$ cat config.mk
export PLATFORM = sky130hd
export DESIGN_NAME = axi_burst_gate_flat
export DESIGN_NICKNAME = d
export VERILOG_FILES = /design/src/rtl/axi_burst_gate_pkg.sv /design/src/rtl/axi_burst_gate_if.sv /design/src/rtl/axi_burst_gate.sv /design/src/flat_wrapper.sv
export SDC_FILE = /design/constraint.sdc
export NUM_CORES = 1
export LEC_CHECK = 0
export BUFFER_PORTS_ARGS = -buffer_cell sky130_fd_sc_hd__buf_2
export CAP_MARGIN = 20
export CORE_MARGIN = 3
export CORE_UTILIZATION = 31
export DETAILED_ROUTE_END_ITERATION = 7
export PLACE_DENSITY = 0.54
export SYNTH_ARGS = -nofsm -noshare
export SYNTH_HDL_FRONTEND = slang
export SYNTH_SLANG_ARGS = --single-unit
$ cat constraint.sdc
create_clock -name clk -period 14.7 [get_ports clk]
set_input_delay 0 -clock clk [delete_from_list [all_inputs] [get_ports clk]]
set_output_delay 0 -clock clk [all_outputs]
set_load 0.02 [all_outputs]
$ cat src/rtl/axi_burst_gate_pkg.sv
// Shared definitions for the burst gate and the DDR write engine that consumes its commands.
// State encoding and the command word layout {len-1, byte_addr}.
package axi_burst_gate_pkg;

    localparam logic [1:0] ST_IDLE = 2'd0;
    localparam logic [1:0] ST_CMD  = 2'd1;
    localparam logic [1:0] ST_DATA = 2'd2;

    // Beat/occupancy counters are sized to match the upstream FIFO reporting.
    localparam int CNT_W = 18;
    localparam int LEN_W = 8;

    // The length field sits directly above the byte address.
    function automatic int len_lsb(input int awidth);
        return awidth;
    endfunction

endpackage

$ cat src/rtl/axi_burst_gate_if.sv
// Handshake bundle for the burst gate: upstream FIFO stream, DDR command and DDR write data.
// master = the gate itself, slave = its surroundings (FIFO + DDR writer).
interface axi_burst_gate_if
    import axi_burst_gate_pkg::*;
#(
    parameter int WIDTH  = 32,
    parameter int AWIDTH = 32
) ();

    logic [WIDTH-1:0]        i_tdata;
    logic                    i_tvalid;
    logic                    i_tready;

    logic [AWIDTH+LEN_W-1:0] cmd_tdata;
    logic                    cmd_tvalid;
    logic                    cmd_tready;

    logic [WIDTH-1:0]        o_tdata;
    logic                    o_tlast;
    logic                    o_tvalid;
    logic                    o_tready;

    modport master (
        input  i_tdata, i_tvalid, cmd_tready, o_tready,
        output i_tready, cmd_tdata, cmd_tvalid, o_tdata, o_tlast, o_tvalid
    );

    modport slave (
        output i_tdata, i_tvalid, cmd_tready, o_tready,
        input  i_tready, cmd_tdata, cmd_tvalid, o_tdata, o_tlast, o_tvalid
    );

endinterface

$ cat src/rtl/axi_burst_gate.sv
// Groups a FIFO stream into DDR write bursts: one command, then exactly len beats with tlast.
// Latency: command one cycle after trigger; data is a zero-latency pass-through while bursting.
// Backpressure: cmd_tready holds the command stable; o_tready feeds straight back to i_tready.
module axi_burst_gate
    import axi_burst_gate_pkg::*;
#(
    parameter int WIDTH   = 32,
    parameter int AWIDTH  = 32,
    parameter int BURST   = 16,
    parameter int TIMEOUT = 255
) (
    input  logic              clk,
    input  logic              reset,
    input  logic              clear,
    input  logic [AWIDTH-1:0] cfg_base_addr,
    input  logic [CNT_W-1:0]  cfg_words,
    input  logic [CNT_W-1:0]  fifo_occupied,
    axi_burst_gate_if.master  bus,
    output logic [15:0]       bursts_done
);

    localparam int TW      = (TIMEOUT < 1) ? 1 : $clog2(TIMEOUT + 1);
    localparam int LEN_LSB = len_lsb(AWIDTH);
    localparam logic [AWIDTH-1:0] STEP = AWIDTH'(WIDTH / 8);

    logic [1:0]              state;
    logic [TW-1:0]           tcnt;
    logic [CNT_W-1:0]        offset;
    logic [CNT_W-1:0]        words_q;
    logic [CNT_W-1:0]        len;
    logic [CNT_W-1:0]        remain;
    logic [AWIDTH+LEN_W-1:0] cmd_dat;
    logic                    cmd_vld;

    logic [CNT_W-1:0]        eff_off;
    logic [CNT_W-1:0]        room;
    logic [CNT_W-1:0]        want;
    logic [CNT_W-1:0]        len_n;
    logic [CNT_W-1:0]        off_sum;
    logic [AWIDTH-1:0]       addr_n;
    logic                    trig;
    logic                    in_data;
    logic                    beat;

    // A stale offset beyond a shrunken region restarts at the region base.
    always_comb begin
        eff_off = (offset >= cfg_words) ? '0 : offset;
        room    = cfg_words - eff_off;
        if (fifo_occupied >= CNT_W'(BURST)) begin
            want = CNT_W'(BURST);
        end else if (fifo_occupied == '0) begin
            want = CNT_W'(1);
        end else begin
            want = fifo_occupied;
        end
        len_n   = (want > room) ? room : want;
        off_sum = offset + len;
    end

    assign trig    = (fifo_occupied >= CNT_W'(BURST)) || (tcnt == TW'(TIMEOUT));
    assign addr_n  = cfg_base_addr + AWIDTH'(eff_off) * STEP;
    assign in_data = (state == ST_DATA);
    assign beat    = in_data && bus.i_tvalid && bus.o_tready;

    assign bus.cmd_tdata  = cmd_dat;
    assign bus.cmd_tvalid = cmd_vld;
    assign bus.o_tdata    = bus.i_tdata;
    assign bus.o_tvalid   = in_data && bus.i_tvalid;
    assign bus.i_tready   = in_data && bus.o_tready;
    assign bus.o_tlast    = in_data && (remain == CNT_W'(1));

    always_ff @(posedge clk) begin
        if (reset || clear) begin
            state       <= ST_IDLE;
            tcnt        <= '0;
            offset      <= '0;
            words_q     <= '0;
            len         <= '0;
            remain      <= '0;
            cmd_dat     <= '0;
            cmd_vld     <= 1'b0;
            bursts_done <= '0;
        end else begin
            case (state)
                ST_IDLE: begin
                    if (cfg_words == '0 || !bus.i_tvalid) begin
                        tcnt <= '0;
                    end else if (trig) begin
                        len                          <= len_n;
                        remain                       <= len_n;
                        offset                       <= eff_off;
                        words_q                      <= cfg_words;
                        cmd_dat[LEN_LSB +: LEN_W]    <= LEN_W'(len_n - CNT_W'(1));
                        cmd_dat[LEN_LSB-1:0]         <= addr_n;
                        cmd_vld                      <= 1'b1;
                        state                        <= ST_CMD;
                    end else begin
                        tcnt <= tcnt + TW'(1);
                    end
                end
                ST_CMD: begin
                    if (cmd_vld && bus.cmd_tready) begin
                        cmd_vld <= 1'b0;
                        tcnt    <= '0;
                        state   <= ST_DATA;
                    end
                end
                ST_DATA: begin
                    if (beat) begin
                        remain <= remain - CNT_W'(1);
                        if (remain == CNT_W'(1)) begin
                            offset      <= (off_sum >= words_q) ? '0 : off_sum;
                            bursts_done <= bursts_done + 16'd1;
                            state       <= ST_IDLE;
                        end
                    end
                end
                default: state <= ST_IDLE;
            endcase
        end
    end

endmodule

$ cat src/flat_wrapper.sv
// flat-port wrapper written by rule: the top's interface ports become plain ports
module axi_burst_gate_flat import axi_burst_gate_pkg::*;
#(
    parameter int WIDTH   = 32,
    parameter int AWIDTH  = 32,
    parameter int BURST   = 16,
    parameter int TIMEOUT = 255
)
  (clk, reset, clear, cfg_base_addr, cfg_words, fifo_occupied, bursts_done, bus_i_tdata, bus_i_tvalid, bus_cmd_tready, bus_o_tready, bus_i_tready, bus_cmd_tdata, bus_cmd_tvalid, bus_o_tdata, bus_o_tlast, bus_o_tvalid);
  axi_burst_gate_if #(.WIDTH(WIDTH), .AWIDTH(AWIDTH)) bus_i ();
  input  logic clk;
  input  logic reset;
  input  logic clear;
  input  logic [AWIDTH-1:0] cfg_base_addr;
  input  logic [CNT_W-1:0] cfg_words;
  input  logic [CNT_W-1:0] fifo_occupied;
  output logic [15:0] bursts_done;
  input wire logic [$bits(bus_i.i_tdata)-1:0] bus_i_tdata;
  input wire logic [$bits(bus_i.i_tvalid)-1:0] bus_i_tvalid;
  input wire logic [$bits(bus_i.cmd_tready)-1:0] bus_cmd_tready;
  input wire logic [$bits(bus_i.o_tready)-1:0] bus_o_tready;
  output wire logic [$bits(bus_i.i_tready)-1:0] bus_i_tready;
  output wire logic [$bits(bus_i.cmd_tdata)-1:0] bus_cmd_tdata;
  output wire logic [$bits(bus_i.cmd_tvalid)-1:0] bus_cmd_tvalid;
  output wire logic [$bits(bus_i.o_tdata)-1:0] bus_o_tdata;
  output wire logic [$bits(bus_i.o_tlast)-1:0] bus_o_tlast;
  output wire logic [$bits(bus_i.o_tvalid)-1:0] bus_o_tvalid;
  assign bus_i.i_tdata = bus_i_tdata;
  assign bus_i.i_tvalid = bus_i_tvalid;
  assign bus_i.cmd_tready = bus_cmd_tready;
  assign bus_i.o_tready = bus_o_tready;
  assign bus_i_tready = bus_i.i_tready;
  assign bus_cmd_tdata = bus_i.cmd_tdata;
  assign bus_cmd_tvalid = bus_i.cmd_tvalid;
  assign bus_o_tdata = bus_i.o_tdata;
  assign bus_o_tlast = bus_i.o_tlast;
  assign bus_o_tvalid = bus_i.o_tvalid;
  axi_burst_gate #(.WIDTH(WIDTH), .AWIDTH(AWIDTH), .BURST(BURST), .TIMEOUT(TIMEOUT)) u_core (.clk(clk), .reset(reset), .clear(clear), .cfg_base_addr(cfg_base_addr), .cfg_words(cfg_words), .fifo_occupied(fifo_occupied), .bus(bus_i), .bursts_done(bursts_done));
endmodule
==> results of run 1 <==
==> metal layers <==
metal  global-route usage (%)  part of all wire (%)  vias to the layer above
met5                        0                     0                        -
met2                     29.8                    47                      206
li1                         -                     -                     4770
met1                     22.5                    46                     4418
met4                     4.62                   1.7                        0
met3                     3.69                   4.9                       37
==> state kept, by name, summed over array words and instances, names as in the netlist <==
signal / count
u_core.len: 18
u_core.bus.cmd_tdata: 40
u_core.offset: 18
u_core.state: 2
u_core.tcnt: 8
u_core.bus.cmd_tvalid: 1
u_core.words_q: 18
u_core.remain: 18
u_core.bursts_done: 16
==> cell families after synthesis <==
kind of cell | synth area share, %
buf+inv | 7.77
fa+ha+maj | 14.5
simple gates | 20.2
mux | 0.615
other cells | 0.0376
compound gates | 21.9
flops | 27.9
xor+xnor | 7.03
==> cell usage in the layout (no fill, tap or decap), types with 6 or more instances in the layout <==
cell type      netlist  routed
a31oi_1              6       6
nor3_1              31      31
buf_4               34       7
and3_1               9       9
nor4_1              11      11
a21oi_1            137     137
o21bai_1             9       9
a22oi_1             22      22
o21ai_0             80      80
ha_1               111     111
nand2b_1            14      14
xnor2_1             50      50
dlygate4sd3_1        0      38
nor2b_1             10      10
o21a_1              17      17
a21o_1              18      18
xor2_1              30      30
and2_1              11      11
clkbuf_16            0      17
buf_2                3     133
nand3_1             29      29
dfxtp_1            139     139
nand4_1             17      17
nand2_1            151     150
conb_1               1      13
a211oi_1            16      16
or3_1                9       9
inv_1               91      91
nor2_1             118     117
==> what timing repair did <==
| action | 4_1_cts | 5_1_grt |
|---|---|---|
| setup buffers | 0 | 0 |
| resized for setup | 0 | 0 |
| hold buffers | 38 | 0 |
| hold endpoints to repair | 35 | 0 |
==> final timing paths <==
kind                            slack (ps)  depth (start not counted)                  endpoint
worst max register to register        7440                         30  u_core.bus.cmd_tdata[38]
worst min-delay path                 0.006                          0           bus_o_tdata[13]
worst min register to register         450                          2   u_core.bus.cmd_tdata[7]
worst max-delay path                  7440                         30  u_core.bus.cmd_tdata[38]
==> through the flow <==
| step | hold WS (ps) | worst slack [ps] | instance area (µm²) | power [mW] | util [%] |
|---|---|---|---|---|---|
| after floorplan | 113 | 8580 | 10000 | 0.536 | - |
| after global placement | 0.137 | 7880 | 10800 | 0.578 | 34.2 |
| final | 0.00646 | 7440 | 11800 | 1.01 | 37.2 |
| after detailed placement | 0.137 | 7580 | 10800 | 0.579 | 34.2 |
| after CTS | 0.137 | 7540 | 11800 | 1.02 | 37.2 |
| after global routing | 0.0293 | 6830 | 11800 | 1.06 | 37.2 |
==> power by group through the flow <==
stage          registers, mW  clock network [mW]  logic [mW]
2_1_floorplan          0.407                   0       0.130
5_1_grt                0.396               0.454       0.209
6_report               0.394               0.429       0.186
4_1_cts                0.395               0.442       0.185
3_5_place_dp           0.403                   0       0.176
3_3_place_gp           0.403                   0       0.176
==> worst max-delay path, delay by kind of cell (launching register included) <==
kind | cells | cell delay (ps)
AO/OA/AOI/OAI | 14 | 3740
XOR/XNOR | 2 | 340
adder cells (fa/ha/maj) | 5 | 1470
buffers and inverters | 3 | 190
flip-flops | 1 | 370
multiplexers | 1 | 360
AND/OR/NAND/NOR | 5 | 720
==> final cells by class <==
type | count | area (µm²) | area share (%)
Sequential cell | 139 | 2780 | 23.6
Tap cell | 402 | 503 | 4.27
Inverter | 92 | 345 | 2.93
Clock inverter | 15 | 148 | 1.25
Timing Repair Buffer | 178 | 1100 | 9.33
Multi-Input combinational cell | 999 | 6470 | 55.0
Clock buffer | 17 | 425 | 3.61
==> metrics.yaml, run 1 <==
numCtsBuffers: 17
timing.final.crit_share_pct: 49.4
irDropWorstVdd_v: 0.0000701
yosys_warnings: 0
dieHeight_um: 185
fp-row-count: 65
diodes: 0
htree_levels: 4
port_buffers: 133
cts_buffer_depth: 2
yosys.cell_types.count: 71
clkPwrFrac_pct: 42.5
fill_cells: 3328
drt_iter0_drc: 402
grtUsageTotal_pct: 17.5
p_leak_nw: 5.21
drt-wirelength-per-cell_um: 16.3
clock_latency_ps: 440
fin_skew_ps: 16.5
synthCells: 1295
dieArea_um2: 34300
period_minus_slack_ps: 7260
area_delta_synth_final_pct: 18.2
cp_max_fo: 18
hold_start: "bus_i_tdata[13]"
r2r_start: "u_core.offset[0]"
grt_setup_unrepaired: "false"
start_util_pct: 31.5
pin_count: 198
clock_sinks: 139
ys_seq_elements: 139
cts_tree: "yes"
wirelength_um: 30100
status: "completed"
drv_cap: 0
die_width_um: 185
fin_setup_tns_ps: 0
power.internal_mw: 0.686
combPwrFrac_pct: 18.4
core-area_um2: 31600
cp-end-kind: "flip-flop"
cp-startpoint: "u_core.offset[0]"
fin_nets: 1647
hold_viol_final: 0
yosysMostFrequentCell: "nand2_1"
netlist_area_um2: 9960
swShare_pct: 32.1
ys_seq_area_share_pct: 27.9
worst_pin_slew_ps: 1110
yosysTopAreaCell: "dfxtp_1"
yosys-top-cells-area: "dfxtp_1 28%, ha_1 14%, a21oi_1 6.9%"
seq_power_share_pct: 39.0
synth_edf_count: 0
startpoint_type: "flip-flop"
power_density_nw_per_um2: 85.8
postSynth.asyncResetShare_pct: 0
synth_commonest_cells: "151 x nand2_1, 139 x dfxtp_1, 137 x a21oi_1"
grt_pass1_wl_um: 47700
grt_max_degree: 79
place_congestion: 0.893
drt_pre_antenna_iters: 5
worstPathArrival_ps: 7610
vias: 9431
grt_pass1_vias: 9090
dpl.hpwl_um: 22600
ys.flop_type: "dfxtp_1"
crit_path_max_incr_delay_ps: 570
cts_root_buf: "clkbuf_16"
required_ps: 15050
overflow: 0
drv_slew: 0
dp.cells: 1771
remaining_drc_errors: 0
syn_area_per_cell_um2: 7.69
synth.top_cell.area_share_pct: 27.9
crit_type: "reg -> reg"
clk_pin_slew_ps: 70
via_per_inst: 5.12
power_switching_mw: 0.325
layout-drive-gt1-share_pct: 13.6
hp-class: "in -> out"
instances_no_fill: 1842
fmax_mhz: 138
antenna_found_initial: 0
critPathSlowestCell: "o21a_1"
ant_nets: 0
relSlewSlack_pct: 25.4
setup_violations: 0
No activity file was read; power rests on OpenSTA's default activity.
==> run 2: changes to the inputs <==
Clock period 14.7 ns to 6.95 ns, I/O delays scaled along.
==> metrics.yaml, run 2 (synthesis results as in run 1) <==
status: "completed"
antenna_found_initial: 0  # unchanged
crit_path_max_incr_delay_ps: 400  # -170 ps
fp-row-count: 65  # unchanged
worstPathArrival_ps: 6590  # -1020 ps
pre_cts_slack_ps: 580  # -7000 ps
diodes: 0  # unchanged
wirelength_um: 29500  # -1.9%
period_minus_slack_ps: 6230  # -1020 ps
setup_slack_ps: 717  # -6730 ps
multi_input_area_um2: 6490  # +0.27%
fill_cells: 3267  # -1.8%
swShare_pct: 30.2  # -2.0 points
power_switching_mw: 0.640  # +97%
hp-class: "in -> out"
vias: 9337  # -1.0%
grtUsageTotal_pct: 17.4  # -0.12 points
postCtsSetupRepairBufs: 0  # unchanged
cts_buffer_depth: 2  # unchanged
start_util_pct: 31.5  # unchanged
relSlewSlack_pct: 24.4  # -0.96 points
drv_slew: 0  # unchanged
grt_pass1_wl_um: 47500  # -0.48%
crit_path_frequent_cell: "o21ai_0"
dpl.hpwl_um: 22200  # -1.4%
fmax_mhz: 160  # +16%
layout_commonest_cell: "nand2_1"
dieHeight_um: 185  # unchanged
grt_setup_unrepaired: "false"
clock_latency_ps: 430  # about the same
power.internal_mw: 1.48  # +120%
htree_levels: 4  # unchanged
seq_power_share_pct: 39.3  # +0.3 points
required_ps: 7310  # -7740 ps
layout_common_cells: "150 x nand2_1, 139 x dfxtp_1, 136 x a21oi_1"
numCtsBuffers: 17  # unchanged
pin_count: 198  # unchanged
seqCellArea_um2: 2780  # unchanged
clkPwrFrac_pct: 41.9  # -0.6 points
fin_setup_tns_ps: 0  # unchanged
p_leak_nw: 5.23  # +0.33%
grt_max_degree: 94  # +19%
cp_max_fo: 5  # -13
ant_nets: 0  # unchanged
irDropWorstVdd_v: 0.000115  # +64%
remaining_drc_errors: 0  # unchanged
combPwrFrac_pct: 18.8  # +0.4 points
drv_cap: 0  # unchanged
dieArea_um2: 34300  # unchanged
die_width_um: 185  # unchanged
timing.final.crit_share_pct: 89.7  # +40 points
port_buffers: 133  # unchanged
place_congestion: 0.848  # -5.0%
grt_pass1_vias: 9019  # -0.78%
largest_reg_flops: 40  # unchanged
layout-drive-gt1-share_pct: 13.9  # +0.25 points
cts_root_buf: "clkbuf_16"
holdWs_ps: 0.00646  # unchanged
drt_pre_antenna_iters: 5  # unchanged
drt-wirelength-per-cell_um: 16.0  # -2.1%
drt_iter0_drc: 454  # +13%
cts_tree: "yes"
critPathSlowestCell: "fa_1"
area_delta_synth_final_pct: 18.5
startpoint_type: "flip-flop"
worst_pin_slew_ps: 1130  # +22.8 ps
clock_sinks: 139  # unchanged
fin_nets: 1650  # +0.18%
via_per_inst: 5.06  # -1.2%
setup_violations: 0  # unchanged
clk_pin_slew_ps: 60  # about the same
power_density_nw_per_um2: 180  # +110%
crit_type: "reg -> reg"
cp-end-kind: "flip-flop"
fin_skew_ps: 10.5  # -5.96 ps
overflow: 0  # unchanged
core-area_um2: 31600  # unchanged
hold_viol_final: 0  # unchanged
## run 2: repair_timing
| item | 4_1_cts | 5_1_grt |
|---|---|---|
| hold buffers | 39 | 0 |
| endpoints found under the hold margin | 45 | 0 |
| gates resized for setup | 0 | 6 |
| endpoints found under the setup margin | 0 | 2 |
## run 2: final cells by class
class	count	share of cell area, %
clock inverters	12	0.996
flip-flops and latches	139	23.6
multi-input cells	999	55.0
clock buffers	20	3.78
well taps	402	4.26
inverters	92	2.92
repair buffers	181	9.52
## run 2: power groups by stage
stage	sequential [mW]	combinational (mW)	clock (mW)
2_1_floorplan	0.860	0.274	0
3_3_place_gp	0.851	0.376	0
3_5_place_dp	0.852	0.378	0
4_1_cts	0.834	0.398	0.911
5_1_grt	0.837	0.449	0.945
6_report	0.834	0.398	0.889
## run 2: final timing paths
kind,cells after the start,slack (ps),startpoint,end
max reg2reg,30,720,u_core.offset[0],u_core.bus.cmd_tdata[38]
max,30,720,u_core.offset[0],u_core.bus.cmd_tdata[38]
min,0,0.006,bus_i_tdata[13],bus_o_tdata[13]
min reg2reg,2,450,u_core.bus.cmd_tdata[8],u_core.bus.cmd_tdata[8]
## run 2: through the flow
| step | utilization [%] | total power, mW | cells | instance area (µm²) |
|---|---|---|---|---|
| final | 37.3 | 2.12 | 1845 | 11800 |
| after global placement | 34.2 | 1.23 | 1773 | 10800 |
| after detailed placement | 34.2 | 1.23 | 1774 | 10800 |
| after CTS | 37.3 | 2.14 | 1845 | 11800 |
| after floorplan | - | 1.13 | 1307 | 10000 |
| after global routing | 37.3 | 2.23 | 1845 | 11800 |
## run 2: critical path: cells and delay by family, from the launching register on
kind            cells  cell delay, ps
compound gates     14            2920
fa+ha+maj           5            1410
simple gates        5             620
flops               1             360
xor+xnor            2             350
mux                 1             330
buf+inv             3             190
## run 2: per-layer routing
metal	GRT usage (%)	share of wire, %	vias to the layer above
li1	-	-	4785
met1	22.9	46	4275
met2	27.6	45	234
met3	4.56	6.3	43
met4	6.06	2.5	0
met5	0	0	-
